File: src/rtl/tmds_channel_rx.sv
// One TMDS channel decoder: finds the 10-bit character boundary from blanking control tokens, tracks lock, and decodes the characters.
// Define TMDS_RX_TERC4_EN to build the optional TERC4 decoder; when it is undefined, terc4_valid and terc4 are tied to 0.
module tmds_channel_rx #(
  parameter int DWELL_CYCLES = 1024,
  parameter int CTRL_RUN     = 8,
  parameter int LOCK_TIMEOUT = 4096
) (
  input  logic       clk_pixel,
  input  logic       sys_nrst,
  input  logic [9:0] tmds_word,
  output logic [3:0] bit_offset,
  output logic       locked,
  output logic       ctrl_valid,
  output logic [1:0] ctrl,
  output logic       data_valid,
  output logic [7:0] data,
  output logic       terc4_valid,
  output logic [3:0] terc4,
  output logic [7:0] lost_lock_count
);

  localparam int DW = (DWELL_CYCLES > 1) ? $clog2(DWELL_CYCLES) : 1;
  localparam int RW = $clog2(CTRL_RUN + 1);
  localparam int WW = (LOCK_TIMEOUT > 1) ? $clog2(LOCK_TIMEOUT) : 1;
  localparam logic [DW-1:0] DWELL_LAST = DW'(DWELL_CYCLES - 1);
  localparam logic [RW-1:0] RUN_LAST   = RW'(CTRL_RUN - 1);
  localparam logic [WW-1:0] WD_LAST    = WW'(LOCK_TIMEOUT - 1);

  typedef enum logic [1:0] {SEARCH, CONFIRM, LOCKED} state_t;

  state_t        state_q, state_d;
  logic [3:0]    offset_q, offset_d, offset_inc;
  logic [DW-1:0] dwell_q, dwell_d, dwell_sat;
  logic [RW-1:0] run_q, run_d;
  logic [WW-1:0] wd_q, wd_d;
  logic [7:0]    lost_q, lost_d;

  logic [9:0] prev_q, win_q, win_d;
  logic       win_tok;
  logic [1:0] win_ctrl;
  logic [7:0] win_data, d;
  logic       is_ctrl_q;
  logic [1:0] ctrl_q;
  logic [7:0] data_q;

  // The previous word holds the earlier serial bits, so it forms the low half of the 20-bit stream.
  assign win_d = 10'({tmds_word, prev_q} >> offset_q);

  // NOTE: every signal written in an always_comb gets a value on all paths (defaults first), so no latch is inferred.
  always_comb begin
    win_tok  = 1'b0;
    win_ctrl = 2'b00;
    case (win_q)
      10'b1101010100: begin win_tok = 1'b1; win_ctrl = 2'b00; end
      10'b0010101011: begin win_tok = 1'b1; win_ctrl = 2'b01; end
      10'b0101010100: begin win_tok = 1'b1; win_ctrl = 2'b10; end
      10'b1010101011: begin win_tok = 1'b1; win_ctrl = 2'b11; end
      default: ;
    endcase
  end

  always_comb begin
    d           = win_q[9] ? ~win_q[7:0] : win_q[7:0];
    win_data    = 8'h00;
    win_data[0] = d[0];
    for (int i = 1; i < 8; i++)
      win_data[i] = win_q[8] ? (d[i] ^ d[i-1]) : ~(d[i] ^ d[i-1]);
  end

  // NOTE: clocked state uses non-blocking assignments, so every register samples values from before the edge.
  always_ff @(posedge clk_pixel or negedge sys_nrst) begin
    if (!sys_nrst) begin
      prev_q    <= '0;
      win_q     <= '0;
      is_ctrl_q <= 1'b0;
      ctrl_q    <= '0;
      data_q    <= '0;
    end else begin
      prev_q    <= tmds_word;
      win_q     <= win_d;
      is_ctrl_q <= win_tok;
      ctrl_q    <= win_ctrl;
      data_q    <= win_data;
    end
  end

  assign offset_inc = (offset_q == 4'd9) ? 4'd0 : offset_q + 4'd1;
  // Dwell saturates while confirming, so returning to SEARCH after expiry advances on the next token-free cycle.
  assign dwell_sat  = (dwell_q == DWELL_LAST) ? dwell_q : dwell_q + DW'(1);

  always_comb begin
    state_d  = state_q;
    offset_d = offset_q;
    dwell_d  = dwell_q;
    run_d    = run_q;
    wd_d     = wd_q;
    lost_d   = lost_q;
    case (state_q)
      SEARCH: begin
        if (win_tok) begin
          state_d = CONFIRM;
          run_d   = RW'(1);
          dwell_d = dwell_sat;
        end else if (dwell_q == DWELL_LAST) begin
          offset_d = offset_inc;
          dwell_d  = '0;
        end else begin
          dwell_d = dwell_q + DW'(1);
        end
      end
      CONFIRM: begin
        dwell_d = dwell_sat;
        if (!win_tok) begin
          state_d = SEARCH;
          run_d   = '0;
        end else if (run_q == RUN_LAST) begin
          state_d = LOCKED;
          run_d   = '0;
          wd_d    = '0;
        end else begin
          run_d = run_q + RW'(1);
        end
      end
      LOCKED: begin
        if (win_tok) begin
          wd_d = '0;
        end else if (wd_q == WD_LAST) begin
          state_d  = SEARCH;
          offset_d = offset_inc;
          dwell_d  = '0;
          wd_d     = '0;
          lost_d   = (lost_q == 8'hFF) ? lost_q : lost_q + 8'd1;
        end else begin
          wd_d = wd_q + WW'(1);
        end
      end
      default: state_d = SEARCH;
    endcase
  end

  always_ff @(posedge clk_pixel or negedge sys_nrst) begin
    if (!sys_nrst) begin
      state_q  <= SEARCH;
      offset_q <= '0;
      dwell_q  <= '0;
      run_q    <= '0;
      wd_q     <= '0;
      lost_q   <= '0;
    end else begin
      state_q  <= state_d;
      offset_q <= offset_d;
      dwell_q  <= dwell_d;
      run_q    <= run_d;
      wd_q     <= wd_d;
      lost_q   <= lost_d;
    end
  end

  assign bit_offset      = offset_q;
  assign locked          = (state_q == LOCKED);
  assign ctrl_valid      = locked & is_ctrl_q;
  assign data_valid      = locked & ~is_ctrl_q;
  assign ctrl            = ctrl_q;
  assign data            = data_q;
  assign lost_lock_count = lost_q;

`ifdef TMDS_RX_TERC4_EN
  logic       t_hit, t_hit_q;
  logic [3:0] t_idx, t_idx_q;

  always_comb begin
    t_hit = 1'b1;
    t_idx = 4'h0;
    case (win_q)
      10'b1010011100: t_idx = 4'h0;
      10'b1001100011: t_idx = 4'h1;
      10'b1011100100: t_idx = 4'h2;
      10'b1011100010: t_idx = 4'h3;
      10'b0101110001: t_idx = 4'h4;
      10'b0100011110: t_idx = 4'h5;
      10'b0110001110: t_idx = 4'h6;
      10'b0100111100: t_idx = 4'h7;
      10'b1011001100: t_idx = 4'h8;
      10'b0100111001: t_idx = 4'h9;
      10'b0110011100: t_idx = 4'hA;
      10'b1011000110: t_idx = 4'hB;
      10'b1010001110: t_idx = 4'hC;
      10'b1001110001: t_idx = 4'hD;
      10'b0101100011: t_idx = 4'hE;
      10'b1011000011: t_idx = 4'hF;
      default:        t_hit = 1'b0;
    endcase
  end

  always_ff @(posedge clk_pixel or negedge sys_nrst) begin
    if (!sys_nrst) begin
      t_hit_q <= 1'b0;
      t_idx_q <= '0;
    end else begin
      t_hit_q <= t_hit;
      t_idx_q <= t_idx;
    end
  end

  assign terc4_valid = locked & t_hit_q;
  assign terc4       = t_idx_q;
`else
  assign terc4_valid = 1'b0;
  assign terc4       = 4'h0;
`endif

endmodule

File: config.mk
export PLATFORM = sky130hd
export DESIGN_NAME = tmds_channel_rx
export DESIGN_NICKNAME = d
export VERILOG_FILES = /design/src/rtl/tmds_channel_rx.sv
export SDC_FILE = /design/constraint.sdc
export NUM_CORES = 1
export LEC_CHECK = 0
export BUFFER_PORTS_ARGS = -buffer_cell sky130_fd_sc_hd__buf_2
export CAP_MARGIN = 15
export CORE_ASPECT_RATIO = 1.1
export CORE_MARGIN = 2
export CORE_UTILIZATION = 60
export CTS_CLUSTER_SIZE = 16
export DETAILED_ROUTE_END_ITERATION = 10
export PLACE_DENSITY_LB_ADDON = 0.2
export SLEW_MARGIN = 20
export SYNTH_ARGS = -nofsm -noshare
export SYNTH_HDL_FRONTEND = slang
export SYNTH_SLANG_ARGS = --single-unit
File: constraint.sdc
create_clock -name clk_pixel -period 4.58 [get_ports clk_pixel]
set_input_delay 0 -clock clk_pixel [delete_from_list [all_inputs] [get_ports clk_pixel]]
set_output_delay 0 -clock clk_pixel [all_outputs]
set_load 0.1 [all_outputs]
# Word level (Yosys, flattened, before mapping)
# Index checks and enable logic that the tools add are counted.
[totals]
regBits = 71
latchBits = 0
mem_bits_rw = 0
mem_bits_ro = 0
inputBits = 12
out_inout_bits = 30
wordCells = 105
mem_count = 0
[op_classes]
n_addsub = 5
multipliers = 0
div_mod_pow = 0
n_lt_le_gt_ge = 0
n_eq_ne = 19
shifts = 1
muxes = 37
bitwise_logic = 20
n_reduce_logical = 12
[op_table]
columns = ["op", "count"]
rows = [
  ["$mux W10", 5],
  ["$mux W12", 4],
  ["$mux W4", 8],
  ["$eq A10 B10 Y1 const B", 3],
  ["$pmux W10 S3", 1],
  ["$pmux W12 S2", 1],
  ["$shr A20 B4 Y10", 1],
  ["$pmux W4 S2", 2],
  ["$add A12 B1 Y12 const B", 1],
  ["$eq A12 B12 Y1 const B", 1],
  ["$ne A2 B2 Y1 const B", 6],
  ["$pmux W2 S3", 2],
  ["$add A10 B1 Y10 const B", 1],
  ["$eq A10 B8 Y1 const B", 1],
  ["$eq A10 B9 Y1 const B", 1],
  ["$mux W2", 5],
  ["$not A1 Y1", 10],
  ["$add A4 B1 Y4 const B", 2],
  ["$add A8 B1 Y8 const B", 1],
  ["$eq A8 B8 Y1 const B", 1],
  ["$mux W1", 8],
  ["$mux W8", 1],
  ["$not A8 Y8", 1],
  ["$reduce_and A4 Y1", 2],
  ["other kinds (15)", 25],
]

# Longest topological paths before layout
[logic_depth]
depth_word = 5
depth_mapped = 9
mapped_depth_nobuf = 7

# Worst setup path before layout
# No wires, ideal clock.
[synth_timing]
kind = "reg2out"
startpoint = "reg state_q[0]"
endpoint = "out data_valid"
arrival_ns = 2.778
setup_slack_ns = 1.802
path_stages_with_launch = 5
path_cell_list = "dfrtp_1 > inv_1 > ha_1 > inv_1 > nor2_1"
[synth_via]
elab_chain_cells = 2
[synth_rtl]
columns = ["element", "line_no", "text"]
rows = [
  ["from (decl)", "31", "state_t state_q, state_d;"],
  ["from (signal assigned)", "150", "state_q <= state_d;"],
  ["$eq A2 B2 Y1", "160", "assign locked = (state_q == LOCKED);"],
  ["net locked", "12", "output logic locked,"],
  ["$and A1 B1 Y1", "162", "assign data_valid = locked & ~is_ctrl_q;"],
  ["to (decl)", "15", "output logic data_valid,"],
]
# The timed path passes the listed nets, and every way through them passes these cells.

# Worst setup path after layout
[layout_timing]
startpoint = "reg state_q[0]"
endpoint = "reg wd_q[4]"
[layout_via]
elab_chain_cells = 3
elab_cells_between_ends = 7
cone_classes = "eq/ne (4); mux (1); reduce/logical (2)"
[layout_rtl]
columns = ["element", "line_no", "text"]
rows = [
  ["$eq A2 B1 Y1 / $eq A2 B2 Y1 (equally long branches)", "98", "case (state_q)"],
  ["$ne A2 B2 Y1 (no line) / $reduce_bool A2 Y1 (equally long branches)", "--", ""],
  ["$reduce_and A3 Y1 (no line)", "--", ""],
  ["to (signal assigned)", "154", "wd_q <= wd_d;"],
  ["to (decl)", "35", "logic [WW-1:0] wd_q, wd_d;"],
]
# Several ways; a longest one is shown, not always the timed one.
# A chain may end at the register's enable or synchronous reset.

==> flow_summary_export.csv <==
group,metric,value,unit
worst_setup_path,crit_family,"simple AND/OR/NAND/NOR gates",
sta,setup_tns,0,ns
worst_setup_path,arrival,2.73,ns
layout,n_antenna_cell,0,
placed_design,io_buffers,36,
sta,drv_slew,0,
clocking,cts_tree,"yes",
worst_setup_path,required,4.82,ns
worst_setup_path,slowest_delay,0.67,ns
worst_setup_path,cpMaxStageDelayCell,"nor2b_1",
die,coreArea,0.00663,mm²
worst_setup_path,end_kind,"flip-flop",
yosys,synth-seq-cells,71,
die,num_rows,31,
die,die_area,0.00756,mm²
yosys,synth_top_area_cell,"dfrtp_1",
sta,min_period,2.49,ns
clocking,cts.sinks,71,
yosys,yosys-top-cells-count,"dfrtp_1, a21oi_1, nand2_1, nand3_1, nor2_1",
sta,worstMarginPinSlew,0.907,ns
yosys,syn_inst,413,
placed_design,dp_hpwl,6150,µm
yosys,syn-cell-area,0.00413,mm²
yosys,synth.avg_cell_area,10.0,µm²
pwr,power_leakage,2.06,nW
grt,grt_max_degree,72,
yosys,ys_seq_area_share,43.0,%
detailed_routing,routed_wl,8940,µm
detailed_routing,wl_per_cell,16.7,µm
placed_design,postPlaceCellArea,0.00429,mm²
die,die_w,83.1,µm
sta,fin_crit_sh,54.5,%
clocking,cts_setup_buffers,0,
worst_setup_path,startpoint_type,"flip-flop",
min_path,hp-class,"primary input to flip-flop",
grt,grt_first_pass_wirelength,15200,µm
sta,skew,0.0109,ns
layout,fin_nets,471,
yosys,yosysWarnings,0,
pwr,pwr_density_cell,365,mW/mm²
die,start_util,62.3,%
clocking,clk_pin_slew,0.08,ns
detailed_routing,first_iter_violations,276,
sta,finalSetupViolCount,0,
grt,gr-total-overflow,0,
clocking,root_buffer,"clkbuf_8",
sta,fmax,0.401,GHz
run,maxCapViolCount,0,
worst_setup_path,crit_chain,"inv_1 > ha_1 > nor2b_1 > nand2_1 > nand3_1 > mux2i_1",
detailed_routing,vias,3245,
detailed_routing,via_per_inst,6.07,
detailed_routing,drc_errors,0,
sta,rsz0062_at_grt,"false",
clocking,cts_resized,0,
worst_setup_path,crit_type,"flip-flop to flip-flop",
layout,area_growth,12.7,%
clocking,ctsHoldBuffers,11,
detailed_routing,drt_first_pass_iters,4,
layout,drive_gt1_share,16.3,%
sta,final_hold_viol_count,0,
layout,stdcell_area,0.00465,mm²
worst_setup_path,cp.buffers_inverters,1,
yosys,synth.area.top_cells,"dfrtp_1, mux2i_1, a21oi_1, mux4_2, ha_1",
yosys,dominantRegCellSynth,"dfrtp_1",
clocking,clock_latency,0.35,ns
clocking,h-tree-depth,3,
yosys,synth_most_common_cell,"dfrtp_1",
grt,track_usage,25.2,%
yosys,yosysUniqueCellTypes,58,
die,boundaryPins,42,
clocking,clock_path_buffers,2,
clocking,numCtsBuffers,9,
yosys,async_flop_share,100,%
yosys,synth_edf_count,0,
grt,grt_pass1_vias,3182,
grt,antenna_found_initial,0,
status,status,"completed",
die,die_y,91.0,µm
worst_setup_path,path_max_fanout,14,
placed_design,gp_congestion,0.876,
sta,maxSlewHeadroom,39.2,%
yosys,synth_top_area_share,43.0,%
pwr,irDropWorstVdd,0.304,mV
detailed_routing,antenna_left,0,
-- cells by family after synthesis --
kind of cell	after synthesis	share of synthesized area, %
AND/OR/NAND/NOR	135	18.0
adder cells (fa/ha/maj)	11	3.33
XOR/XNOR	21	4.45
other	1	0.0908
buffers and inverters	42	4.76
multiplexers	35	10.9
AO/OA/AOI/OAI	97	15.4
flip-flops	71	43.0
-- metrics by stage --
step	cells	total power, mW	setup slack, ns	util [%]	hold slack, ns
after CTS	535	1.71	2.11	70.2	0.290
after global placement	508	1.06	2.22	64.7	0.129
after floorplan	417	0.995	1.80	-	-0.296
after global routing	535	1.78	1.87	70.2	0.307
after detailed placement	508	1.07	2.18	64.7	0.133
final	535	1.70	2.09	70.2	0.308
-- layout make-up --
type | count | area [µm²]
Multi-Input combinational cell | 304 | 2170
Sequential cell | 71 | 1780
Clock buffer | 10 | 138
Clock inverter | 6 | 115
Inverter | 14 | 52.6
Tap cell | 82 | 103
Timing Repair Buffer | 48 | 298
Fill cell | 503 | 1980
-- layer usage --
| metal | vias to the layer above | routed length [µm] | track usage (%) |
|---|---|---|---|
| li1 | 1581 | - | - |
| met1 | 1554 | 3750 | 31.9 |
| met2 | 91 | 4610 | 43.2 |
| met3 | 19 | 371 | 4.36 |
| met4 | 0 | 214 | 9.84 |
| met5 | - | 0 | 0 |
-- power by group --
part | switching [mW] | internal (mW) | leakage, nW
clock | 0.253 | 0.380 | 0.124
combinational | 0.235 | 0.109 | 1.03
sequential | 0.0475 | 0.676 | 0.907
total | 0.535 | 1.17 | 2.06
-- registers in the layout (all words and copies together), names as in the netlist --
name,cells
bit_offset,4
ctrl,2
data,8
dwell_q,10
is_ctrl_q,1
lost_lock_count,8
prev_q,10
run_q,4
state_q,2
wd_q,12
win_q,10
-- final timing paths --
kind	start	end	slack, ns	depth (start not counted)
min in group asynchronous	sys_nrst	lost_lock_count[7]	0.38	3
setup / recovery	state_q[0]	wd_q[4]	2.09	6
hold reg to reg	win_q[7]	data[7]	0.50	1
hold / removal	tmds_word[4]	prev_q[4]	0.31	2
max in group asynchronous	sys_nrst	bit_offset[0]	3.59	3
setup reg to reg	state_q[0]	wd_q[4]	2.09	6
-- cell usage in the layout (no fill, tap or decap), types with 5 or more instances in the layout --
cell type       n
dlygate4sd3_1  11
and3_1          5
nand3b_1        8
o21ai_0        14
a31oi_1         6
nand2_1        29
and4_1          5
nand4_1        10
dfrtp_1        70
nand3_1        24
nor3_1          9
ha_1           11
nand2b_1        5
xor2_1          6
nor2b_1         7
mux2i_1        20
conb_1          5
buf_2          36
clkbuf_8       10
xnor2_1        15
a211oi_1        8
o2bb2ai_1       5
mux2_2          7
inv_1          13
nor2_1         21
a21oi_1        33
mux4_2          7
No activity file was read; power rests on OpenSTA's default activity.
